**src/rtl/counter_pkg.sv**
```systemverilog
// Shared definitions for the lab counter family: mode encodings and the
// load-clamping helper used by load-capable counters.
package counter_pkg;

    localparam int MODE_WRAP = 0;
    localparam int MODE_SAT  = 1;

    // Widest counter the family supports; clamp_load operates at this width.
    localparam int CNT_MAX_W = 16;

    // Limit a parallel-load value to the counter's terminal value.
    function automatic logic [CNT_MAX_W-1:0] clamp_load(
        input logic [CNT_MAX_W-1:0] d,
        input logic [CNT_MAX_W-1:0] max
    );
        return (d > max) ? max : d;
    endfunction

endpackage

```
**src/rtl/updown_counter_param.sv**
```systemverilog
// Parametrised up/down counter with load, clear, wrap-or-saturate range
// ends, terminal-count flag, one-cycle wrap pulse and sticky overflow flag.
module updown_counter_param
    import counter_pkg::*;
#(
    parameter int WIDTH    = 4,
    parameter int MAX_VAL  = 2**WIDTH - 1,
    parameter int SATURATE = MODE_WRAP
) (
    input  logic             clk,
    input  logic             rst,
    input  logic [WIDTH-1:0] d,
    input  logic             load,
    input  logic             clear,
    input  logic             en,
    input  logic             up,
    output logic [WIDTH-1:0] q,
    output logic             tc,
    output logic             wrap,
    output logic             ovf
);

    if (WIDTH < 2 || WIDTH > CNT_MAX_W) begin : g_bad_width
        $fatal(1, "updown_counter_param: WIDTH must be 2..16");
    end
    if (MAX_VAL < 1 || MAX_VAL > (2**WIDTH) - 1) begin : g_bad_max
        $fatal(1, "updown_counter_param: MAX_VAL must be 1..2**WIDTH-1");
    end
    if (SATURATE != MODE_WRAP && SATURATE != MODE_SAT) begin : g_bad_mode
        $fatal(1, "updown_counter_param: SATURATE must be 0 or 1");
    end

    localparam logic [WIDTH-1:0] MAXV = WIDTH'(MAX_VAL);
    localparam bit               SAT  = (SATURATE == MODE_SAT);

    logic [WIDTH-1:0] q_q, q_d;
    logic             wrap_q, wrap_d;
    logic             ovf_q, ovf_d;

    // Next-state selection: clear > load > count > hold.
    always_comb begin
        q_d    = q_q;
        wrap_d = 1'b0;
        ovf_d  = ovf_q;
        if (clear) begin
            q_d   = '0;
            ovf_d = 1'b0;
        end else if (load) begin
            q_d = WIDTH'(clamp_load(CNT_MAX_W'(d), CNT_MAX_W'(MAXV)));
            if (d > MAXV) begin
                ovf_d = 1'b1;
            end
        end else if (en) begin
            if (up) begin
                if (q_q == MAXV) begin
                    ovf_d = 1'b1;
                    if (!SAT) begin
                        q_d    = '0;
                        wrap_d = 1'b1;
                    end
                end else begin
                    q_d = q_q + WIDTH'(1);
                end
            end else begin
                if (q_q == '0) begin
                    ovf_d = 1'b1;
                    if (!SAT) begin
                        q_d    = MAXV;
                        wrap_d = 1'b1;
                    end
                end else begin
                    q_d = q_q - WIDTH'(1);
                end
            end
        end
    end

    // State registers with asynchronous reset.
    always_ff @(posedge clk or posedge rst) begin
        if (rst) begin
            q_q    <= '0;
            wrap_q <= 1'b0;
            ovf_q  <= 1'b0;
        end else begin
            q_q    <= q_d;
            wrap_q <= wrap_d;
            ovf_q  <= ovf_d;
        end
    end

    assign q    = q_q;
    assign wrap = wrap_q;
    assign ovf  = ovf_q;
    assign tc   = up ? (q_q == MAXV) : (q_q == '0);

endmodule
```
**config.mk**
```make
export PLATFORM = sky130hd
export DESIGN_NAME = updown_counter_param
export DESIGN_NICKNAME = d
export VERILOG_FILES = /design/src/rtl/counter_pkg.sv /design/src/rtl/updown_counter_param.sv
export SDC_FILE = /design/constraint.sdc
export NUM_CORES = 1
export LEC_CHECK = 0
export BUFFER_PORTS_ARGS = -buffer_cell sky130_fd_sc_hd__buf_2
export CAP_MARGIN = 20
export CORE_MARGIN = 3
export CORE_UTILIZATION = 35
export DETAILED_ROUTE_END_ITERATION = 10
export PLACE_DENSITY = 0.64
export SYNTH_ARGS = -nofsm -noshare
export SYNTH_HDL_FRONTEND = slang
export SYNTH_SLANG_ARGS = --single-unit
```
**constraint.sdc**
```tcl
create_clock -name clk -period 3.63 [get_ports clk]
set_input_delay 0.363 -clock clk [delete_from_list [all_inputs] [get_ports clk]]
set_output_delay 0.363 -clock clk [all_outputs]
set_load 0.02 [all_outputs]
```
Word-level counts from Yosys, hierarchy flattened
Cells that the tools add are included.

Add/subtract/negate cells: 2. Order comparisons: 1. Eq/ne operators: 3. Mux-type cells: 20. Reductions and logical operators: 4.

Operator list (number): 4-bit 2-to-1 mux (6); 1-bit 2-to-1 mux (14); 4-bit by 1-bit adder with 4-bit output, second input constant (1); 4-bit equality test, second input constant (1); 4-bit > comparator, second input constant (1); 4-bit logical NOT (1); 4-bit by 3-bit inequality test with 1-bit output, second input constant (1); 4-bit AND reduction (1); 4-bit nonzero test (1); 4-bit by 1-bit subtractor with 4-bit output, second input constant (1); 3-bit by 1-bit inequality test with 1-bit output, second input constant (1); 3-bit nonzero test (1).

Flip-flop bits (word level): 6. Input port bits: 10. Output and inout port bits: 7. Logic and storage cells: 33.

Logic depth before layout (Yosys ltp)
Gate-level depths: netlist of the first run.

Depth after elaboration: 6. Depth in mapped cells: 5. Gate-level depth less buffers: 5.

Worst setup path before layout of the first run
Ideal clock, no wire load.

Path kind: register -> register. From: reg q_q[0], in the netlist q[0]. To: reg q_q[2], in the netlist q[2]. Setup time: 0.131 ns. Arrival: 1.593 ns. Data required time: 3.499 ns. Slack: 1.906 ns. Cell stages (with the launch flop): 6. Buffers on the path: 0. Period minus slack after synthesis: 1.724 ns. Path through: dfrtp_1 inv_1 ha_1 mux2_4 and3_1 or3_1.

Cells in the longest elaborated chain, start to end: 6. Elaborated cells between the ends (all ways): 10. Classes of those cells: add/sub: 2; eq/ne: 1; mux: 6; reduce/logical: 1.

Ends and longest elaborated chain: start, declared (line updown_counter_param.sv:36) `logic [WIDTH-1:0] q_q, q_d;`; start signal, assigned (line updown_counter_param.sv:85) `q_q <= q_d;`; 4-bit by 1-bit subtractor with 4-bit output (tied with other cells) (line updown_counter_param.sv:72) `q_d = q_q - WIDTH'(1);`; 4-bit 2-to-1 mux (on tied branches) (line updown_counter_param.sv:65, updown_counter_param.sv:55); 4-bit 2-to-1 mux (*) (line updown_counter_param.sv:54) `if (up) begin`; 4-bit 2-to-1 mux (*) (line updown_counter_param.sv:53) `end else if (en) begin`; 4-bit 2-to-1 mux (*) (line updown_counter_param.sv:48) `end else if (load) begin`; 4-bit 2-to-1 mux (*) (line updown_counter_param.sv:45) `if (clear) begin`.

Mark *: on every way between the ends. The rest lies on a longest branch, timed or not. The select of a mux whose other input is x is not followed. A chain may end at the register's enable or synchronous reset.

Worst setup path in the final report of the first run
From: reg q_q[0], in the netlist q[0]. To: out tc.

Cells in the longest elaborated chain, start to end: 2. Elaborated cells between the ends (all ways): 3. Classes of those cells: eq/ne: 1; mux: 1; reduce/logical: 1.

Ends and longest elaborated chain: 4-bit equality test / 4-bit logical NOT (equally long branches) (line updown_counter_param.sv:94) `assign tc = up ? (q_q == MAXV) : (q_q == '0);`; 1-bit 2-to-1 mux (*) (line updown_counter_param.sv:94); end, declared (line updown_counter_param.sv:18) `output logic tc,`.

Mark *: on every way between the ends. The rest lies on a longest branch, timed or not.

==> impl_summary.txt, run 1 <==
----------------------------------------------------
[GRT]
  GRT overflow ... 0
  Vias in the first global route ... 430
  Global-route wire length before repair ... 1840 µm
  Overall fraction of global-route tracks in use ... 0.130
  Number of antenna violations at the first check in global routing ... 0
  Pin count of the biggest net entering global routing ... 11

[Synth]
  Synth Net Count ... 71
  Sequential share of the synthesized area ... 0.311
  Most used DFF post-synth ... sky130_fd_sc_hd__dfrtp_1
  Number of flops mapped to enable cells by yosys ... 0
  Synth async-reset ratio ... 1.00
  Post-synth top area share ... 0.311
  Number of instances in the synthesized netlist ... 59
  Most area-consuming cells after synthesis ... sky130_fd_sc_hd__dfrtp_1 31%, sky130_fd_sc_hd__inv_1 8.5%, sky130_fd_sc_hd__a21oi_1 5.2%
  Yosys cell types ... 29
  Synth Register Bits ... 6
  Library cell with the largest summed area after synthesis ... sky130_fd_sc_hd__dfrtp_1
  Post-synthesis instance area ... 483 µm²
  Synth Area per Inst ... 8.19 µm²
  Synthesis warning total ... 0

[Placed design]
  Weighted congestion reported at the end of routability-driven placement ... 0.763
  Post-Place Worst Slack ... 1.86 ns
  Placement-stage cell area ... 552 µm²
  Final HPWL from detailed placement ... 784 µm
  Number of placed instances, taps included ... 84
  Port bufs ... 16

[Timing]
  Setup repair after global routing missed its margin ... false
  FMAX ... 0.492 GHz
  Worst Hold Slack ... 0.0221 ns
  Setup-failing EPs final ... 0
  Final critical-path share of the clock period ... 0.560
  Actual transition at the worst max-transition pin ... 0.379 ns
  Crit path setup slack, layout ... 1.60 ns
  Worst setup skew after layout ... 0.000590 ns
  Fin Setup TNS ... 0 ns
  Final Slew Violations ... 0
  Relative slew margins ... 0.741
  Endpoints failing hold ... 0
  Shortest period the worst path allows ... 2.03 ns

[Clock network]
  Total of hold buffers inserted after clock tree synthesis ... 0
  Worst skew pair latency ... 0.24 ns
  Clock sink count ... 6
  Number of buffers inserted to repair setup after CTS ... 0
  Number of H-tree levels ... 1
  Clock input transition at the sequential cells of the worst setup and hold paths ... 0.04 ns
  CTS Buffer Depth ... 2
  Clock buffer count from CTS ... 3
  TritonCTS clock tree ... yes
  Buffer type at the clock tree root ... sky130_fd_sc_hd__clkbuf_4
  PostCTS Resize Cnt ... 0

[Cells and area]
  Fraction of layout instances using a drive strength above 1 ... 0.301
  Design area ... 574 µm²
  Antenna diode count ... 0
  Post-layout util ... 0.478
  Combined area of the multi-input logic cells ... 263 µm²
  Fill count ... 129
  Synthesis-to-layout area growth ... 18.9%
  Commonest non-fill, non-tap cell in the layout ... sky130_fd_sc_hd__buf_2
  Most frequent cells in the layout ... 16 x sky130_fd_sc_hd__buf_2, 11 x sky130_fd_sc_hd__inv_1, 6 x sky130_fd_sc_hd__dfrtp_1, 5 x sky130_fd_sc_hd__a21oi_1, 4 x sky130_fd_sc_hd__nor2_1
  Fin cells ... 87
  Nets ... 87
  Area of all sequential standard cells ... 150 µm²

[Flow run]
  Max-capacitance violation count ... 0

[Setup path]
  Max stage delay cell, worst path ... sky130_fd_sc_hd__dfrtp_1
  Worst-path cell chain ... ha_1, and4_2, or2_2, buf_2
  Max FO, Critical Path ... 9
  Critical path buffer and inverter count ... 1
  Startpoint class of the critical path ... flop
  Req. time, crit path ... 3.27 ns
  Highest cell delay on the worst timing path ... 0.46 ns
  Data arrival time at the worst-slack endpoint ... 1.67 ns
  Worst Setup End Kind ... output port
  Cell family with the largest share of critical-path delay ... simple AND/OR/NAND/NOR gates
  Kind of critical path ... reg -> out

[Floorplan]
  DIE WIDTH ... 43.1 µm
  Top Ports ... 17
  Starting utilization of the core area ... 0.402
  Chip height ... 43.1 µm
  # rows ... 12
  Total Die Area ... 1860 µm²
  Placeable core region ... 1200 µm²

[Drt]
  Detailed Routing Iterations Pass 1 ... 2
  Drt initial violations ... 5
  Uppermost routed layer ... met3
  Post-Route M1 WL ... 507 µm
  Post-DRT Antenna Nets ... 0
  Ratio of routed vias to standard cells ... 5.31
  Final routed DRC violation total ... 0
  Total length of routed wires ... 1020 µm
  Avg WL per Cell ... 11.8 µm
  Met3 routed wirelength ... 89 µm
  Met2 wire len ... 427 µm
  Total via count in the routed design ... 462

[Power and ir drop]
  Internal ... 0.132 mW
  Reg power frac ... 0.415
  Part of the power in the clock network ... 0.319
  Total net switching power ... 0.0614 mW
  Static leakage ... 0.313 nW
  Total power divided by cell area ... 337 nW/µm²
  Worst VDD drop ... 172 µV
  Post-route total power ... 0.194 mW
  Gate power share ... 0.266
  Switching Fraction ... 0.317

[Min path]
  Type of the worst min-delay path ... in -> async

[Run status]
  Result of the run ... complete, no violations

----------------------------------------------------
cells by family (layout without fill, tap and decap cells):
logic type	Yosys count	after routing	synth area share
AND/OR/NAND/NOR	17	17	0.202
buffers and inverters	16	30	0.145
flip-flops	6	6	0.311
XOR/XNOR	1	1	0.0181
adder cells (fa/ha/maj)	2	2	0.0518
AO/OA/AOI/OAI	16	16	0.241
multiplexers	1	1	0.0311
flip-flops by register name, indices dropped and copies added, names as in the netlist:
| signal | cells |
|---|---|
| q | 4 |
| ovf | 1 |
| wrap | 1 |
worst reg2reg max path, stage by stage (launching register included):
cell                      delay (ns)
sky130_fd_sc_hd__dfrtp_1        0.47
sky130_fd_sc_hd__inv_1          0.10
sky130_fd_sc_hd__ha_1           0.24
sky130_fd_sc_hd__mux2_4         0.28
sky130_fd_sc_hd__and3_1         0.16
sky130_fd_sc_hd__or3_1          0.33
cell usage after synthesis, types with 2 or more instances:
cell and count:
sky130_fd_sc_hd__inv_1 11, sky130_fd_sc_hd__dfrtp_1 6, sky130_fd_sc_hd__a21oi_1 5, sky130_fd_sc_hd__nor2_1 4
sky130_fd_sc_hd__nand2_1 3, sky130_fd_sc_hd__a2111oi_0 2, sky130_fd_sc_hd__a221oi_1 2, sky130_fd_sc_hd__buf_2 2
sky130_fd_sc_hd__ha_1 2, sky130_fd_sc_hd__nor3_1 2, sky130_fd_sc_hd__o21bai_1 2
layout make-up:
class / instances / share of cell area
Multi-Input combinational cell: 37 / 0.458
Sequential cell: 6 / 0.261
Timing Repair Buffer: 16 / 0.139
Inverter: 11 / 0.0719
Clock buffer: 3 / 0.0392
Tap cell: 14 / 0.0305
power groups by stage:
| stage | registers [mW] | logic, mW | clock network, mW |
|---|---|---|---|
| final | 0.0803 | 0.0515 | 0.0618 |
| after global routing | 0.0816 | 0.0586 | 0.0692 |
| after CTS | 0.0801 | 0.0518 | 0.0642 |
| after detailed placement | 0.0812 | 0.0515 | 0 |
| after global placement | 0.0809 | 0.0520 | 0 |
| after floorplan | 0.0820 | 0.0364 | 0 |
worst paths after layout:
path / startpoint / to / slack [ns] / cells after the start
max in group asynchronous: rst / q[0] / 3.42 / 2
setup reg to reg: q[0] / q[2] / 1.92 / 5
hold reg to reg: ovf / ovf / 0.51 / 2
min in group clk: d[0] / q[0] / 0.37 / 3
setup / recovery: q[0] / tc / 1.60 / 4
hold / removal: rst / ovf / 0.02 / 2
metal layers:
metal	track usage	up-vias
met1	0.185	209
met3	0.0678	0
li1	-	236
met2	0.165	17
met5	0	-
met4	0.0361	0
No activity file was read; power rests on OpenSTA's default activity.
==> run 2: changes to the inputs <==
==> constraint.sdc (replaced) <==
create_clock -name clk -period 1.9 [get_ports clk]
set_input_delay 0.19 -clock clk [delete_from_list [all_inputs] [get_ports clk]]
set_output_delay 0.19 -clock clk [all_outputs]
set_load 0.02 [all_outputs]
==> impl_summary.txt, run 2 (synthesis results as in run 1) <==
----------------------------------------------------
[Clock network]
  Worst skew pair latency ... 0.25 ns
  Clock input transition at the sequential cells of the worst setup and hold paths ... 0.05 ns
  TritonCTS clock tree ... yes
  Clock buffer count from CTS ... 3
  Clock sink count ... 6
  Buffer type at the clock tree root ... sky130_fd_sc_hd__clkbuf_4
  CTS Buffer Depth ... 2
  Number of H-tree levels ... 1

[Run status]
  Result of the run ... complete, no violations

[Drt]
  Final routed DRC violation total ... 0
  Post-DRT Antenna Nets ... 0
  Detailed Routing Iterations Pass 1 ... 4
  Total length of routed wires ... 1070 µm
  Avg WL per Cell ... 12.2 µm
  Drt initial violations ... 3
  Ratio of routed vias to standard cells ... 5.39
  Total via count in the routed design ... 474

[Timing]
  FMAX ... 0.553 GHz
  Final critical-path share of the clock period ... 0.953
  Fin Setup TNS ... 0 ns
  Shortest period the worst path allows ... 1.81 ns
  Endpoints failing hold ... 0
  Setup-failing EPs final ... 0
  Setup repair after global routing missed its margin ... false
  Worst Hold Slack ... 0.189 ns
  Actual transition at the worst max-transition pin ... 0.380 ns
  Worst setup skew after layout ... 0.00287 ns
  Final Slew Violations ... 0
  Relative slew margins ... 0.740

[Placed design]
  Placement-stage cell area ... 552 µm²
  Number of placed instances, taps included ... 84
  Port bufs ... 16
  Final HPWL from detailed placement ... 819 µm
  Weighted congestion reported at the end of routability-driven placement ... 0.749

[GRT]
  Pin count of the biggest net entering global routing ... 11
  Busiest layer in global routing ... met2
  Overall fraction of global-route tracks in use ... 0.119
  Met1 Resource Use GR ... 0.135
  Global-route wire length before repair ... 1620 µm
  Vias in the first global route ... 376
  Number of antenna violations at the first check in global routing ... 0
  Met2 Resource Use GR ... 0.195
  Met3 usage ... 0.0678
  GRT overflow ... 0

[Cells and area]
  Most frequent cells in the layout ... 16 x sky130_fd_sc_hd__buf_2, 11 x sky130_fd_sc_hd__inv_1, 5 x sky130_fd_sc_hd__a21oi_1, 5 x sky130_fd_sc_hd__dfrtp_1, 4 x sky130_fd_sc_hd__nor2_1
  Max reg flops ... 4
  Fraction of layout instances using a drive strength above 1 ... 0.338
  Fin cells ... 88
  Antenna diode count ... 0
  Fill count ... 127
  Nets ... 88
  Synthesis-to-layout area growth ... 23.1%
  Design area ... 594 µm²
  Commonest non-fill, non-tap cell in the layout ... sky130_fd_sc_hd__buf_2

[Setup path]
  Path depth of the worst reg2reg path ... 5
  Data arrival time at the worst-slack endpoint ... 1.62 ns
  Startpoint class of the critical path ... flop
  Max FO, Critical Path ... 8
  Req. time, crit path ... 1.71 ns
  Kind of critical path ... reg -> out
  Worst Setup End Kind ... output port

[Min path]
  Cell depth of the worst hold path ... 3
  Type of the worst min-delay path ... in -> reg

[Floorplan]
  Placeable core region ... 1200 µm²
  DIE WIDTH ... 43.1 µm
  Starting utilization of the core area ... 0.402
  Total Die Area ... 1860 µm²
  Chip height ... 43.1 µm
  # rows ... 12
  Top Ports ... 17

[Flow run]
  Max-capacitance violation count ... 0

[Power and ir drop]
  Total power divided by cell area ... 637 nW/µm²
  Static leakage ... 0.316 nW
  Worst VDD drop ... 345 µV

----------------------------------------------------
==> run 2: routing by layer <==
| metal | routed length (µm) | vias up |
|---|---|---|
| met5 | 0 | - |
| met4 | 0 | 0 |
| met3 | 94 | 0 |
| met2 | 498 | 18 |
| met1 | 478 | 217 |
| li1 | - | 239 |
==> run 2: per-stage QoR <==
step,power [mW],worst slack [ns],util
2_1_floorplan,0.226,0.176,-
3_3_place_gp,0.253,0.257,0.459
3_5_place_dp,0.253,0.227,0.459
4_1_cts,0.381,0.0296,0.486
5_1_grt,0.402,0.0143,0.495
6_report,0.379,0.0902,0.495
==> run 2: cell type report <==
type                       count  area [µm²]  area share
clock buffer                   3        22.5      0.0379
inverter                      11        41.3      0.0695
multi-input combinational     37         272       0.457
sequential                     6         151       0.255
tap                           14        17.5      0.0295
timing repair buffer          17        90.1       0.152
==> run 2: what timing repair did <==
item,in CTS,in global routing
endpoints found under the hold margin,6,0
setup buffers,0,0
hold buffers,1,0
setup endpoints to repair,0,1
gates resized for setup,0,3
==> run 2: final timing paths <==
check / to / slack (ns) / from
worst max-delay path: tc / 0.09 / q[1]
worst min-delay path: q[1] / 0.19 / d[1]
worst max register to register: q[2] / 0.26 / q[1]
worst min register to register: ovf / 0.51 / ovf
max in group asynchronous: q[0] / 1.29 / rst
min in group asynchronous: q[2] / 0.40 / rst
==> run 2: critical path, cell delays in order, from the launching register on <==
cell and delay (ns):
sky130_fd_sc_hd__dfrtp_1 0.46, sky130_fd_sc_hd__ha_2 0.24, sky130_fd_sc_hd__and4_2 0.24, sky130_fd_sc_hd__or2_2 0.28, sky130_fd_sc_hd__buf_2 0.16
==> run 2: power by group <==
part / leakage [nW] / total [mW] / internal, mW / switching, mW
clock: 0.0138 / 0.124 / 0.0719 / 0.0518
sequential: 0.0781 / 0.154 / 0.136 / 0.0171
combinational: 0.224 / 0.101 / 0.0473 / 0.0542
==> run 3: changes to the inputs <==
--- a/config.mk
+++ b/config.mk
@@ -11,6 +11,7 @@
 export CORE_UTILIZATION = 35
 export DETAILED_ROUTE_END_ITERATION = 10
 export PLACE_DENSITY = 0.64
+export SETUP_SLACK_MARGIN = 0.2
 export SYNTH_ARGS = -nofsm -noshare
 export SYNTH_HDL_FRONTEND = slang
 export SYNTH_SLANG_ARGS = --single-unit
==> impl_summary.txt, run 3 (synthesis results as in run 1) <==
----------------------------------------------------
[Cells and area]
  Fill count ... 117
  Most frequent cells in the layout ... 15 x sky130_fd_sc_hd__buf_2, 11 x sky130_fd_sc_hd__inv_1, 5 x sky130_fd_sc_hd__a21oi_1, 5 x sky130_fd_sc_hd__buf_4
  Fin cells ... 94
  Fraction of layout instances using a drive strength above 1 ... 0.400
  Antenna diode count ... 0
  Commonest non-fill, non-tap cell in the layout ... sky130_fd_sc_hd__buf_2
  Design area ... 669 µm²
  Combined area of the multi-input logic cells ... 298 µm²
  Nets ... 93
  Area of all sequential standard cells ... 153 µm²
  Post-layout util ... 0.557
  Max reg flops ... 4
  Synthesis-to-layout area growth ... 38.6%

[Clock network]
  Worst skew pair latency ... 0.25 ns
  TritonCTS clock tree ... yes
  Clock sink count ... 6
  Buffer type at the clock tree root ... sky130_fd_sc_hd__clkbuf_4
  Clock input transition at the sequential cells of the worst setup and hold paths ... 0.05 ns
  CTS Buffer Depth ... 2
  Clock buffer count from CTS ... 3
  Number of H-tree levels ... 1

[Floorplan]
  Top Ports ... 17
  Placeable core region ... 1200 µm²
  Chip height ... 43.1 µm
  DIE WIDTH ... 43.1 µm
  Starting utilization of the core area ... 0.402
  # rows ... 12
  Total Die Area ... 1860 µm²

[GRT]
  Global-route wire length before repair ... 1940 µm
  Number of antenna violations at the first check in global routing ... 0
  Vias in the first global route ... 450
  Pin count of the biggest net entering global routing ... 11
  GRT overflow ... 0
  Overall fraction of global-route tracks in use ... 0.141

[Min path]
  Type of the worst min-delay path ... in -> reg

[Setup path]
  Data arrival time at the worst-slack endpoint ... 1.46 ns
  Kind of critical path ... reg -> out
  Max stage delay cell, worst path ... sky130_fd_sc_hd__dfrtp_2
  Startpoint class of the critical path ... flop
  Highest cell delay on the worst timing path ... 0.44 ns
  Req. time, crit path ... 1.71 ns
  Worst-path cell chain ... inv_1, ha_2, nor4b_4, or2_4, buf_6
  Worst Setup End Kind ... output port
  Max FO, Critical Path ... 4

[Timing]
  Setup-failing EPs final ... 0
  Fin Setup TNS ... 0 ns
  Worst Hold Slack ... 0.185 ns
  Final Slew Violations ... 0
  Crit path setup slack, layout ... 0.255 ns
  Actual transition at the worst max-transition pin ... 0.341 ns
  Setup repair after global routing missed its margin ... true
  Shortest period the worst path allows ... 1.65 ns
  Endpoints failing hold ... 0
  Final critical-path share of the clock period ... 0.866
  Worst setup skew after layout ... 0.00536 ns
  Relative slew margins ... 0.767
  FMAX ... 0.608 GHz

[Placed design]
  Post-Place Worst Slack ... 0.255 ns
  Placement-stage cell area ... 553 µm²
  Final HPWL from detailed placement ... 807 µm
  Weighted congestion reported at the end of routability-driven placement ... 0.785
  Port bufs ... 16
  Number of placed instances, taps included ... 84

[Drt]
  Final routed DRC violation total ... 0
  Total length of routed wires ... 1220 µm
  Avg WL per Cell ... 13.0 µm
  Drt initial violations ... 7
  Detailed Routing Iterations Pass 1 ... 4
  Total via count in the routed design ... 492
  Ratio of routed vias to standard cells ... 5.23
  Post-DRT Antenna Nets ... 0

[Power and ir drop]
  Total power divided by cell area ... 623 nW/µm²
  Post-route total power ... 0.417 mW
  Worst VDD drop ... 466 µV
  Static leakage ... 0.348 nW

[Run status]
  Result of the run ... complete, no violations

[Flow run]
  Max-capacitance violation count ... 0

----------------------------------------------------
-- run 3: what timing repair did --
action / 4_1_cts / 5_1_grt
pin swaps: 1 / 1
buffers inserted: 4 / 1
setup endpoints to repair: 1 / 2
resized for setup: 8 / 3
hold buffers: 1 / 0
cloned: 0 / 0
hold endpoints to repair: 6 / 0
-- run 3: path summary, 6_finish.rpt --
kind | startpoint | to | slack (ns) | cells after the start
setup / recovery | q[0] | tc | 0.25 | 5
hold / removal | d[1] | q[1] | 0.18 | 3
setup reg to reg | q[1] | q[2] | 0.28 | 5
hold reg to reg | ovf | ovf | 0.51 | 2
max in group asynchronous | rst | q[0] | 1.30 | 3
min in group asynchronous | rst | q[2] | 0.39 | 3
-- run 3: layer usage --
metal / wire length (µm) / vias up / track usage
met5: 0 / - / 0
met4: 25 / 0 / 0.0361
met3: 97 / 4 / 0.0678
met2: 542 / 22 / 0.224
met1: 558 / 220 / 0.167
li1: - / 246 / -
-- run 3: power by group --
| part | total, mW | internal [mW] | switching [mW] | leakage (nW) |
|---|---|---|---|---|
| registers | 0.155 | 0.137 | 0.0183 | 0.0767 |
| clock network | 0.134 | 0.0801 | 0.0542 | 0.0150 |
| logic | 0.128 | 0.0639 | 0.0641 | 0.256 |
-- run 3: final cells by class --
| class | count | area share |
|---|---|---|
| Inverter | 11 | 0.0617 |
| Sequential cell | 6 | 0.228 |
| Tap cell | 14 | 0.0262 |
| Multi-Input combinational cell | 37 | 0.445 |
| Clock buffer | 4 | 0.0393 |
| Timing Repair Buffer | 22 | 0.200 |
-- run 3: critical path: cells and delay by family, from the launching register on --
kind | cells | cell delay (ns)
and+or+nand+nor | 2 | 0.37
adders and majority gates | 1 | 0.20
DFF | 1 | 0.44
buffers and inverters | 2 | 0.19
